## config.mk

```make
export PLATFORM = sky130hd
export DESIGN_NAME = pc_gen_flat
export DESIGN_NICKNAME = d
export VERILOG_FILES = /design/src/rtl/pc_gen_if.sv /design/src/rtl/pc_gen.sv /design/src/flat_wrapper.sv
export SDC_FILE = /design/constraint.sdc
export NUM_CORES = 1
export LEC_CHECK = 0
export CAP_MARGIN = 25
export CORE_MARGIN = 2
export CORE_UTILIZATION = 30
export DETAILED_ROUTE_END_ITERATION = 12
export PLACE_DENSITY = 0.53
export SLEW_MARGIN = 20
export SYNTH_ARGS = -nofsm -noshare
export SYNTH_HDL_FRONTEND = slang
export SYNTH_SLANG_ARGS = --single-unit
```

## constraint.sdc

```tcl
create_clock -name clk_i -period 7.3 [get_ports clk_i]
set_input_delay 1.825 -clock clk_i [delete_from_list [all_inputs] [get_ports clk_i]]
set_output_delay 1.825 -clock clk_i [all_outputs]
set_load 0.01 [all_outputs]
```

## src/rtl/pc_gen_if.sv

```systemverilog
// rtl/pc_gen_if.sv - decode/hazard-side bus and fetch-side outputs of the PC generator
interface pc_gen_if #(
    parameter int PC_W = 32
);
    logic            stall;
    logic [1:0]      mode;
    logic            taken;
    logic [PC_W-1:0] id_pc;
    logic [25:0]     imm26;
    logic [PC_W-1:0] reg_value;
    logic            exc_req;
    logic            eret;
    logic [PC_W-1:0] epc;
    logic [PC_W-1:0] pc;
    logic [PC_W-1:0] pc4;
    logic            pend_valid;
    logic            fetch_err;

    // Driver side: hazard unit, decode stage, exception logic
    modport master (
        output stall, mode, taken, id_pc, imm26, reg_value, exc_req, eret, epc,
        input  pc, pc4, pend_valid, fetch_err
    );

    // PC generator side
    modport slave (
        input  stall, mode, taken, id_pc, imm26, reg_value, exc_req, eret, epc,
        output pc, pc4, pend_valid, fetch_err
    );
endinterface

```

## src/rtl/pc_gen.sv

```systemverilog
// rtl/pc_gen.sv - fetch PC register with stall hold, exception/eret redirect and pending-redirect latch
module pc_gen #(
    parameter int              PC_W     = 32,
    parameter logic [PC_W-1:0] RESET_PC = 'h0000_3000,
    parameter logic [PC_W-1:0] EXC_VEC  = 'h0000_4180,
    parameter logic [PC_W-1:0] IMEM_LO  = 'h0000_3000,
    parameter logic [PC_W-1:0] IMEM_HI  = 'h0000_6FFC
) (
    input logic    clk_i,
    input logic    reset_i,
    pc_gen_if.slave bus
);
    localparam logic [1:0] MODE_NEXT   = 2'b00;
    localparam logic [1:0] MODE_BRANCH = 2'b01;
    localparam logic [1:0] MODE_J      = 2'b10;
    localparam logic [1:0] MODE_JR     = 2'b11;

    // HOLD means a redirect seen during a stall is waiting to be applied
    typedef enum logic {
        RUN  = 1'b0,
        HOLD = 1'b1
    } state_e;

    state_e          state_q;
    logic [PC_W-1:0] pc_q;
    logic [PC_W-1:0] pend_tgt_q;

    logic            redir_req;
    logic [PC_W-1:0] redir_tgt;
    logic [PC_W-1:0] id_pc4;
    logic [PC_W-1:0] br_off;

    assign id_pc4 = bus.id_pc + PC_W'(4);
    assign br_off = {{(PC_W-18){bus.imm26[15]}}, bus.imm26[15:0], 2'b00};

    // Decode-stage redirect request and its target; all adds wrap silently
    always_comb begin
        redir_req = 1'b0;
        redir_tgt = '0;
        case (bus.mode)
            MODE_BRANCH: begin
                if (bus.taken) begin
                    redir_req = 1'b1;
                    redir_tgt = id_pc4 + br_off;
                end
            end
            MODE_J: begin
                redir_req = 1'b1;
                redir_tgt = {id_pc4[PC_W-1:28], bus.imm26, 2'b00};
            end
            MODE_JR: begin
                redir_req = 1'b1;
                redir_tgt = bus.reg_value;
            end
            MODE_NEXT: begin
                redir_req = 1'b0;
            end
            default: begin
                redir_req = 1'b0;
            end
        endcase
    end

    // PC update and RUN/HOLD state, in strict priority order
    always_ff @(posedge clk_i) begin
        if (!reset_i) begin
            pc_q       <= RESET_PC;
            state_q    <= RUN;
            pend_tgt_q <= '0;
        end else if (bus.exc_req) begin
            pc_q    <= EXC_VEC;
            state_q <= RUN;
        end else if (bus.eret) begin
            pc_q    <= bus.epc;
            state_q <= RUN;
        end else if (bus.stall) begin
            if (redir_req) begin
                pend_tgt_q <= redir_tgt;
                state_q    <= HOLD;
            end
        end else if (redir_req) begin
            pc_q    <= redir_tgt;
            state_q <= RUN;
        end else if (state_q == HOLD) begin
            pc_q    <= pend_tgt_q;
            state_q <= RUN;
        end else begin
            pc_q <= pc_q + PC_W'(4);
        end
    end

    assign bus.pc         = pc_q;
    assign bus.pc4        = pc_q + PC_W'(4);
    assign bus.pend_valid = (state_q == HOLD);
    assign bus.fetch_err  = (pc_q[1:0] != 2'b00) | (pc_q < IMEM_LO) | (pc_q > IMEM_HI);
endmodule

```

## src/flat_wrapper.sv

```systemverilog
// flat-port wrapper written by rule: the top's interface ports become plain ports
module pc_gen_flat 
#(
    parameter int              PC_W     = 32,
    parameter logic [PC_W-1:0] RESET_PC = 'h0000_3000,
    parameter logic [PC_W-1:0] EXC_VEC  = 'h0000_4180,
    parameter logic [PC_W-1:0] IMEM_LO  = 'h0000_3000,
    parameter logic [PC_W-1:0] IMEM_HI  = 'h0000_6FFC
)
  (clk_i, reset_i, bus_stall, bus_mode, bus_taken, bus_id_pc, bus_imm26, bus_reg_value, bus_exc_req, bus_eret, bus_epc, bus_pc, bus_pc4, bus_pend_valid, bus_fetch_err);
  pc_gen_if #(.PC_W(PC_W)) bus_i ();
  input logic clk_i;
  input logic reset_i;
  input wire logic [$bits(bus_i.stall)-1:0] bus_stall;
  input wire logic [$bits(bus_i.mode)-1:0] bus_mode;
  input wire logic [$bits(bus_i.taken)-1:0] bus_taken;
  input wire logic [$bits(bus_i.id_pc)-1:0] bus_id_pc;
  input wire logic [$bits(bus_i.imm26)-1:0] bus_imm26;
  input wire logic [$bits(bus_i.reg_value)-1:0] bus_reg_value;
  input wire logic [$bits(bus_i.exc_req)-1:0] bus_exc_req;
  input wire logic [$bits(bus_i.eret)-1:0] bus_eret;
  input wire logic [$bits(bus_i.epc)-1:0] bus_epc;
  output wire logic [$bits(bus_i.pc)-1:0] bus_pc;
  output wire logic [$bits(bus_i.pc4)-1:0] bus_pc4;
  output wire logic [$bits(bus_i.pend_valid)-1:0] bus_pend_valid;
  output wire logic [$bits(bus_i.fetch_err)-1:0] bus_fetch_err;
  assign bus_i.stall = bus_stall;
  assign bus_i.mode = bus_mode;
  assign bus_i.taken = bus_taken;
  assign bus_i.id_pc = bus_id_pc;
  assign bus_i.imm26 = bus_imm26;
  assign bus_i.reg_value = bus_reg_value;
  assign bus_i.exc_req = bus_exc_req;
  assign bus_i.eret = bus_eret;
  assign bus_i.epc = bus_epc;
  assign bus_pc = bus_i.pc;
  assign bus_pc4 = bus_i.pc4;
  assign bus_pend_valid = bus_i.pend_valid;
  assign bus_fetch_err = bus_i.fetch_err;
  pc_gen #(.PC_W(PC_W), .RESET_PC(RESET_PC), .EXC_VEC(EXC_VEC), .IMEM_LO(IMEM_LO), .IMEM_HI(IMEM_HI)) u_core (.clk_i(clk_i), .reset_i(reset_i), .bus(bus_i));
endmodule
```

==> run summary, run 1 <==
The routability-driven placement congestion ratio was 0.916. The flow ran to the end, and the final reports show no timing, DRC or antenna violations. The total count of hold-check failures in the final report is 0, and the flip-flop and latch count after synthesis is 65.

The total of cells resized after clock tree synthesis is 0, and the overflow left after global routing is 0. The cell sitting at the root of the clock tree is a clkbuf_16. In this run the critical register-to-register path is captured at u_core.bus.pc[26]$_SDFFE_PP0P_. dfxtp_1 takes more of the synthesized area than any other cell.

Counting every net in the synthesized netlist gives 1028. The number of clock buffers added by TritonCTS is 9. The data arrival time of the critical path was 5.75 ns. In the final design database the tool counted 1197 nets.

Summing the areas of all and, or, nand and nor instances in the mapped netlist gives 23.3% of the synthesized area. The post-detailed-route via-to-cell ratio is 5.39. Clock skew on the completed layout was measured at 0.00621 ns. The floorplan has 53 rows.

The area of the multi-input gates is 0.00480 mm², and the share of cells above drive strength 1 is 5.91%. The total standard cell area after synthesis came out at 0.00638 mm². The max-slew violation total from the final report came out at 0. The tools report the achievable frequency as 181 MHz. The startpoint identified for the worst hold timing path is u_core.pend_tgt_q[1]$_SDFFE_PN0P_. The cell count after synthesis was 860. Measured against the total synthesized area, the mux share comes to 5.77%.

Max-cap violations in this run came to 0. The final critical path takes up 75.8% of the cycle. The static leakage came out at 3.32 nW.

The first global-routing pass estimated 38300 µm of wire. The initial utilization of the core area, before any placement, comes to 30.4%. After detailed routing, the number of remaining DRC violations is 0.

The aggregate global-route resource usage is 21.7%, and the area taken by flip-flops and latches is 0.00130 mm². The required time of the worst setup path is 7.52 ns. The path class of the tightest hold or removal check is reg -> reg. After Yosys synthesis, full adders, half adders and majority gates account for 7.57% of the synthesized area. Counting distinct cell types in the post-synthesis netlist gives 67. The tools report the share of synthesized area occupied by flip-flops and latches as 20.4%. The clock passes through at most 2 buffers. The tools report the placeable core region as 0.0210 mm². The floorplan step set the die height to 150 µm.

The clock sink count is 65, and the depth of the worst hold-timing path is 2. For the area of the die, the log shows 0.0224 mm². Number of cells on the worst reg-to-reg path: 9. Setup violations remaining at the end of the flow were counted as 0. After routing, the total negative slack on setup checks comes to 0 ns. For the initial antenna violation count, the log shows 0. The largest driver fanout on the critical path is 7.

The most used standard cell by instance count after synthesis is nand2_1. The worst register-to-register path begins at u_core.bus.pc[8]$_SDFFE_PN0P_. The maximum number of pins on one net before global-route repair was 53; the final hold slack was 0.453 ns.

After synthesis, the most frequently instantiated cells are nand2_1 (91), nor2_1 (77), a21oi_1 (65), dfxtp_1 (65), xnor2_1 (60). Ranked by total cell area, the synthesized netlist is headed by dfxtp_1 (20%), xnor2_1 (8.2%), ha_1 (7.3%). 0 antenna diodes ended up in the layout. Summing the areas of all xor and xnor instances in the mapped netlist gives 11.0% of the synthesized area.

Detailed routing inserted a total of 7053 vias. Dividing the synthesized area by the synthesized cell count gives 7.42 µm². After clock tree synthesis, the setup repair step added 0 buffers. The number of synthesized flops with an enable pin came out at 0. The logs give 6574 for the number of global-route vias before repair and 4 for the length of the first detailed-routing pass in iterations. The run gives 4.57 ns as the slack of the worst reg-to-reg path. The worst setup path is launched from an input pin. The residual antenna-violating net count after detailed routing is 0.

The logs give 24700 µm for the wire length reported by the detailed router and 196 for the count of pins on the block boundary. Dividing the detail-routed wire length by the instance count gives 18.9 µm. For the pin with the worst max-slew slack, the measured transition is 0.956 ns.

The count of input and output buffers is 195. The dominant combinational cell family by area after synthesis is compound AO/OA/AOI/OAI gates. The largest voltage drop on the vdd net was 0.0814 mV; the warning count from the yosys run was 0. Critical setup path kind: in -> reg. For this run, the leading register cell type out of synthesis is dfxtp_1. For the number of DRC markers after the initial detailed-route iteration, the log shows 544.

The tools report the endpoint class of the critical path as a flop. The post-synthesis to final-layout area growth is 39.0%, and the post-route minimum period is 5.54 ns. Summing the areas of all compound-gate instances in the mapped netlist gives 27.6% of the synthesized area. After clock tree synthesis, the clock-pin slew on the worst setup and hold paths is 0.06 ns.

TritonCTS built the clock tree. From left edge to right edge, the die measures 150 µm. Summed over its instances, the top area cell type makes up 20.4% of the synthesized netlist area. The wire-length estimate of the detail-placed layout is 19300 µm. Total of fill cells in the finished design: 2244. At the later pin of the worst-skew pair, clock insertion delay measures 0.33 ns. Setup repair after global routing left no endpoint under its margin. For the maximum level of the CTS H-tree, the log shows 3.

After clock tree synthesis, the flow added hold-fix buffers numbering 0. In this run the power density over the cells is 145 mW/mm². For hold timing, the worst endpoint is u_core.pend_tgt_q[1]$_SDFFE_PN0P_. Async set-reset flop share out of synthesis: 0%.

The run gives 36.1% as the relative max-transition margin.
==> critical path: stages <==
cell	delay (ns)
clkdlybuf4s50_1	0.58
ha_1	0.27
nand2_1	0.14
nor2_1	0.31
nand2_1	0.11
xnor2_1	0.14
ha_1	0.42
nand2_1	0.12
nor2_1	0.30
and3_1	0.21
o211ai_1	0.15
a21boi_1	0.20
mux2i_1	0.26
a31oi_1	0.20
a2111oi_0	0.42
o21ai_1	0.09
==> state kept, by name (all words and copies together) (netlist names), named ones only <==
signal / flops
u_core.bus.pend_valid: 1
u_core.bus.pc: 30
u_core.pend_tgt_q: 32
==> power by group <==
group / switching [mW] / leakage (nW) / internal (mW)
registers: 0.0193 / 0.531 / 0.371
clock network: 0.157 / 0.148 / 0.280
logic: 0.236 / 2.64 / 0.219
total: 0.413 / 3.32 / 0.870
==> layout make-up <==
type / instances / share of cell area [%]
multi-input cells: 724 / 54.1
well taps: 275 / 3.88
inverters: 21 / 0.889
clock inverters: 3 / 0.452
repair buffers: 208 / 23.1
clock buffers: 12 / 2.89
flip-flops and latches: 65 / 14.7
==> logic make-up after synthesis <==
logic type               count (synthesis)
AND/OR/NAND/NOR                        305
XOR/XNOR                                80
adder cells (fa/ha/maj)                 38
flip-flops                              65
AO/OA/AOI/OAI                          267
buffers and inverters                   71
multiplexers                            34
==> how the worst max path moves through the flow <==
stage | start | to | slack [ns] | cells past startpoint
after global placement | bus_id_pc[2] | u_core.bus.pc[25]$_SDFFE_PP0P_ | 1.52 | 16
after floorplan | bus_id_pc[2] | u_core.pend_tgt_q[31]$_SDFFE_PN0P_ | 2.59 | 16
after global routing | bus_id_pc[2] | u_core.bus.pc[25]$_SDFFE_PP0P_ | 1.44 | 16
final | bus_id_pc[2] | u_core.bus.pc[25]$_SDFFE_PP0P_ | 1.76 | 16
after CTS | bus_id_pc[2] | u_core.bus.pc[25]$_SDFFE_PP0P_ | 1.78 | 16
after detailed placement | bus_id_pc[2] | u_core.bus.pc[25]$_SDFFE_PP0P_ | 1.41 | 16
==> metal layers <==
| layer | global-route usage (%) | routed length, µm | vias to the layer above |
|---|---|---|---|
| li1 | - | - | 3521 |
| met1 | 33.0 | 12300 | 3239 |
| met2 | 32.5 | 10500 | 270 |
| met3 | 2.32 | 1630 | 23 |
| met4 | 5.52 | 322 | 0 |
| met5 | 0 | 0 | - |
==> per-stage QoR <==
stage,power (mW),setup WS [ns],area [µm²],std cells,utilization (%)
4_1_cts,1.29,1.78,8860,1308,42.3
5_1_grt,1.35,1.44,8860,1308,42.3
3_5_place_dp,0.848,1.41,8570,1293,40.9
2_1_floorplan,0.645,2.59,6380,860,-
3_3_place_gp,0.848,1.52,8570,1293,40.9
6_report,1.28,1.76,8860,1308,42.3
==> cells in the final DEF, fill, tap and decap left out, types with 6 or more instances in the layout <==
master             n
mux2_2            22
buf_4             13
xor2_1            20
a22oi_1           13
nor4_1             7
a21o_1            17
o211ai_1          16
nand4_1           19
nand2_1           91
a22o_1             6
dfxtp_1           65
clkbuf_16          9
mux2i_1           12
nand3_1           28
xnor2_1           60
nor2_1            77
a21oi_1           65
clkdlybuf4s50_1  194
and3_1            17
a211oi_1          18
nand2b_1          16
a2bb2oi_1          7
a31oi_1           15
o21ai_0           57
nor3_1            18
and2_1            11
o31ai_1            7
a221oi_1           7
ha_1              37
inv_1             19
(Power assumes the default switching activity.)
==> run 2, diff against run 1 <==
PLACE_DENSITY = 0.55   (was 0.53)
clock period = 4.8 ns   (was 7.3 ns; I/O delays follow)
==> run 2 against run 1 <==
Non-clock buffer count rose by 62. Clock power rose by 49%. Critical path depth is 2 higher. Sequential power is 52% higher.
==> run summary, run 2 (synthesis results as in run 1) <==
The run gives 0.0224 mm² (unchanged) as the area of the die. Wire length of the first global-routing pass: 37800 µm (was 38300 µm). The run gives 0 (unchanged) as the number of remaining DRC errors. The clock network latency to the later pin of the worst-skew pair was 0.33 ns (about the same). The CTS buffer count was 9 (unchanged); the total number of vias was 7229 (was 7053). The routability-driven placement congestion ratio is 0.886 (was 0.916). The run gives 0 (unchanged) as the max-capacitance violation count.

The clock sink count was 65 (unchanged). The placed wire-length estimate is 20000 µm (was 19300 µm). The register with the highest flop count is u_core.pend_tgt_q (unchanged). The routed wire length per instance was 18.1 µm (was 18.9 µm); the relative max-transition margin was 44.1% (was 36.1%). The actual transition at the worst max-transition pin is 0.836 ns (was 0.956 ns), and the total power after layout is 1.99 mW (was 1.28 mW). The setup fix buffers added after clock tree synthesis was 0 (unchanged). Most frequent cells in the layout: clkdlybuf4s50_1 (194), nand2_1 (91), nor2_1 (76) (was clkdlybuf4s50_1 (194), nand2_1 (91), nor2_1 (77)). After layout, the minimum clock period comes to 4.45 ns. Critical setup path kind: in -> reg (unchanged). The run gives 0.00934 mm² (was 0.00886 mm²) as the post-route cell area. Maximum level of the CTS H-tree: 3 (unchanged). The tools report the data arrival time of the critical path as 4.65 ns (was 5.75 ns). Buffer cell driving the clock tree root: clkbuf_16 (unchanged). Aggregate global-route resource usage: 21.5% (was 21.7%). The logs give 5 (was 4) for the length of the first detailed-routing pass in iterations and 0.454 ns (was 0.453 ns) for the final hold slack.

The launching element type of the critical path was an input pin (unchanged). The die span in x was 150 µm (unchanged). Post-detailed-route via-to-cell ratio: 5.27 (was 5.39). For the maximum number of pins on one net before global-route repair, the log shows 51 (was 53).

The run gives 0 (unchanged) as the overflow left after global routing. The wire length reported by the detailed router is 24800 µm (was 24700 µm), and the number of global-route vias before repair is 6739 (was 6574). The net total in the final layout came out at 1259 (was 1197). The share of cells above drive strength 1 works out to 11.6% (was 5.91%). The most common cell after layout, fill and taps aside was clkdlybuf4s50_1 (unchanged).

The post-route fraction of the period consumed by the critical path was 92.7%; the static leakage was 3.61 nW (was 3.32 nW). The initial standard-cell utilization of the core came out at 30.4% (unchanged). The run gives 0 (unchanged) as the count of final setup violators.

The path class of the lowest-slack min-delay path is reg -> reg (unchanged). Final standard cell utilization of the core: 44.6% (was 42.3%). The post-synthesis to final-layout area growth was 46.4% (was 39.0%); the total of fill cells in the finished design was 2173 (was 2244). Endpoint class of the critical path: a flop (unchanged). The number of cells after detailed placement came out at 1355 (was 1293). The tools report the slack of the worst reg-to-reg path as 2.18 ns (was 4.57 ns).

The largest driver fanout on the critical path was 5 (was 7); the number of diodes added for antenna fixing was 0 (unchanged). The run gives 0 (unchanged) as the max-slew violation total from the final report. The clock transition time at the flip-flop clock pins of the worst setup and hold paths works out to 0.05 ns (was 0.06 ns). The tools report the worst-case clock skew as 0.0119 ns (was 0.00621 ns).

The number of flip-flops under the largest register name was 32 (unchanged). Count of input and output buffers: 195 (unchanged). The total power density per cell area works out to 213 mW/mm² (was 145 mW/mm²).

The initial antenna violation count is 0 (unchanged), and the required time of the worst setup path is 5.00 ns (was 7.52 ns). The residual antenna-violating net count after detailed routing is 0 (unchanged), and the achievable frequency is 225 MHz. The tools report the aggregate negative setup slack as 0 ns (unchanged).

Setup repair after global routing left no endpoint under its margin. The placeable core region was 0.0210 mm² (unchanged); the worst setup margin was 0.353 ns (was 1.76 ns). The tools report the post-place instance area as 0.00903 mm² (was 0.00857 mm²). TritonCTS built the clock tree. The post-layout instance count excluding filler cells was 1371 (was 1308); the count of pins on the block boundary was 196 (unchanged).

The overall die height came out at 150 µm (unchanged). The maximum count of clock buffers along a single path was 2 (unchanged). The flow ran to the end, and the final reports show no timing, DRC or antenna violations. The logs give 53 (unchanged) for the total number of placement rows and 509 (was 544) for the number of DRC markers after the initial detailed-route iteration. For the largest voltage drop on the vdd net, the log shows 0.120 mV (was 0.0814 mV). The logs give 0 (unchanged) for the total count of hold-check failures in the final report and -0.0520 ns (was 1.41 ns) for the worst-case setup slack after placement.
==> run 2: cell types whose count changed in the layout (fill, tap and decap cells not counted), sizes merged <==
cell	previous run	this run
buf	14	76
clkinv	4	5
clkbuf	12	9
clkinvlp	0	3
==> run 2: final cells by class <==
| cell class | instances | area (µm²) | area share [%] |
|---|---|---|---|
| multi-input cells | 724 | 4810 | 51.5 |
| inverters | 21 | 78.8 | 0.844 |
| clock buffers | 9 | 225 | 2.41 |
| flip-flops and latches | 65 | 1300 | 13.9 |
| well taps | 275 | 344 | 3.69 |
| repair buffers | 270 | 2510 | 26.9 |
| clock inverters | 7 | 71.3 | 0.764 |
==> run 2: path summary, 6_finish.rpt <==
| path | endpoint | start | cells after the start |
|---|---|---|---|
| max reg2reg | u_core.bus.pc[26]$_SDFFE_PP0P_ | u_core.bus.pc[8]$_SDFFE_PN0P_ | 9 |
| min | u_core.pend_tgt_q[1]$_SDFFE_PN0P_ | u_core.pend_tgt_q[1]$_SDFFE_PN0P_ | 2 |
| max | u_core.bus.pc[27]$_SDFFE_PP0P_ | bus_id_pc[5] | 18 |
| min reg2reg | u_core.pend_tgt_q[1]$_SDFFE_PN0P_ | u_core.pend_tgt_q[1]$_SDFFE_PN0P_ | 2 |
==> run 2: per-layer routing <==
layer	share of wire [%]	vias up	global-route usage (%)
li1	-	3620	-
met1	48	3311	30.9
met3	6.4	22	3.02
met4	1.3	0	5.14
met5	0	-	0
met2	44	276	34.1
==> run 2: worst max-delay path, cell delays in order <==
cell and delay, ns:
clkdlybuf4s50_1 0.49, and3_4 0.22, nand2_1 0.12, nor2_1 0.12
buf_4 0.14, nand3_1 0.09, xnor2_1 0.13, ha_1 0.29
a21oi_1 0.22, o21ai_0 0.20, a22o_1 0.27, a211o_1 0.32
a41oi_1 0.25, xor2_1 0.15, o21ai_0 0.08, buf_4 0.15
a21oi_1 0.10, o21ai_0 0.10
==> run 2: repair_timing <==
item / in CTS / in global routing
setup endpoints to repair: 0 / 2
gates resized for setup: 0 / 3
hold buffers: 0 / 0
==> run 2: power breakdown <==
group / internal [mW] / switching, mW
clock: 0.401 / 0.252
combinational: 0.374 / 0.369
sequential: 0.565 / 0.0286
total: 1.34 / 0.649
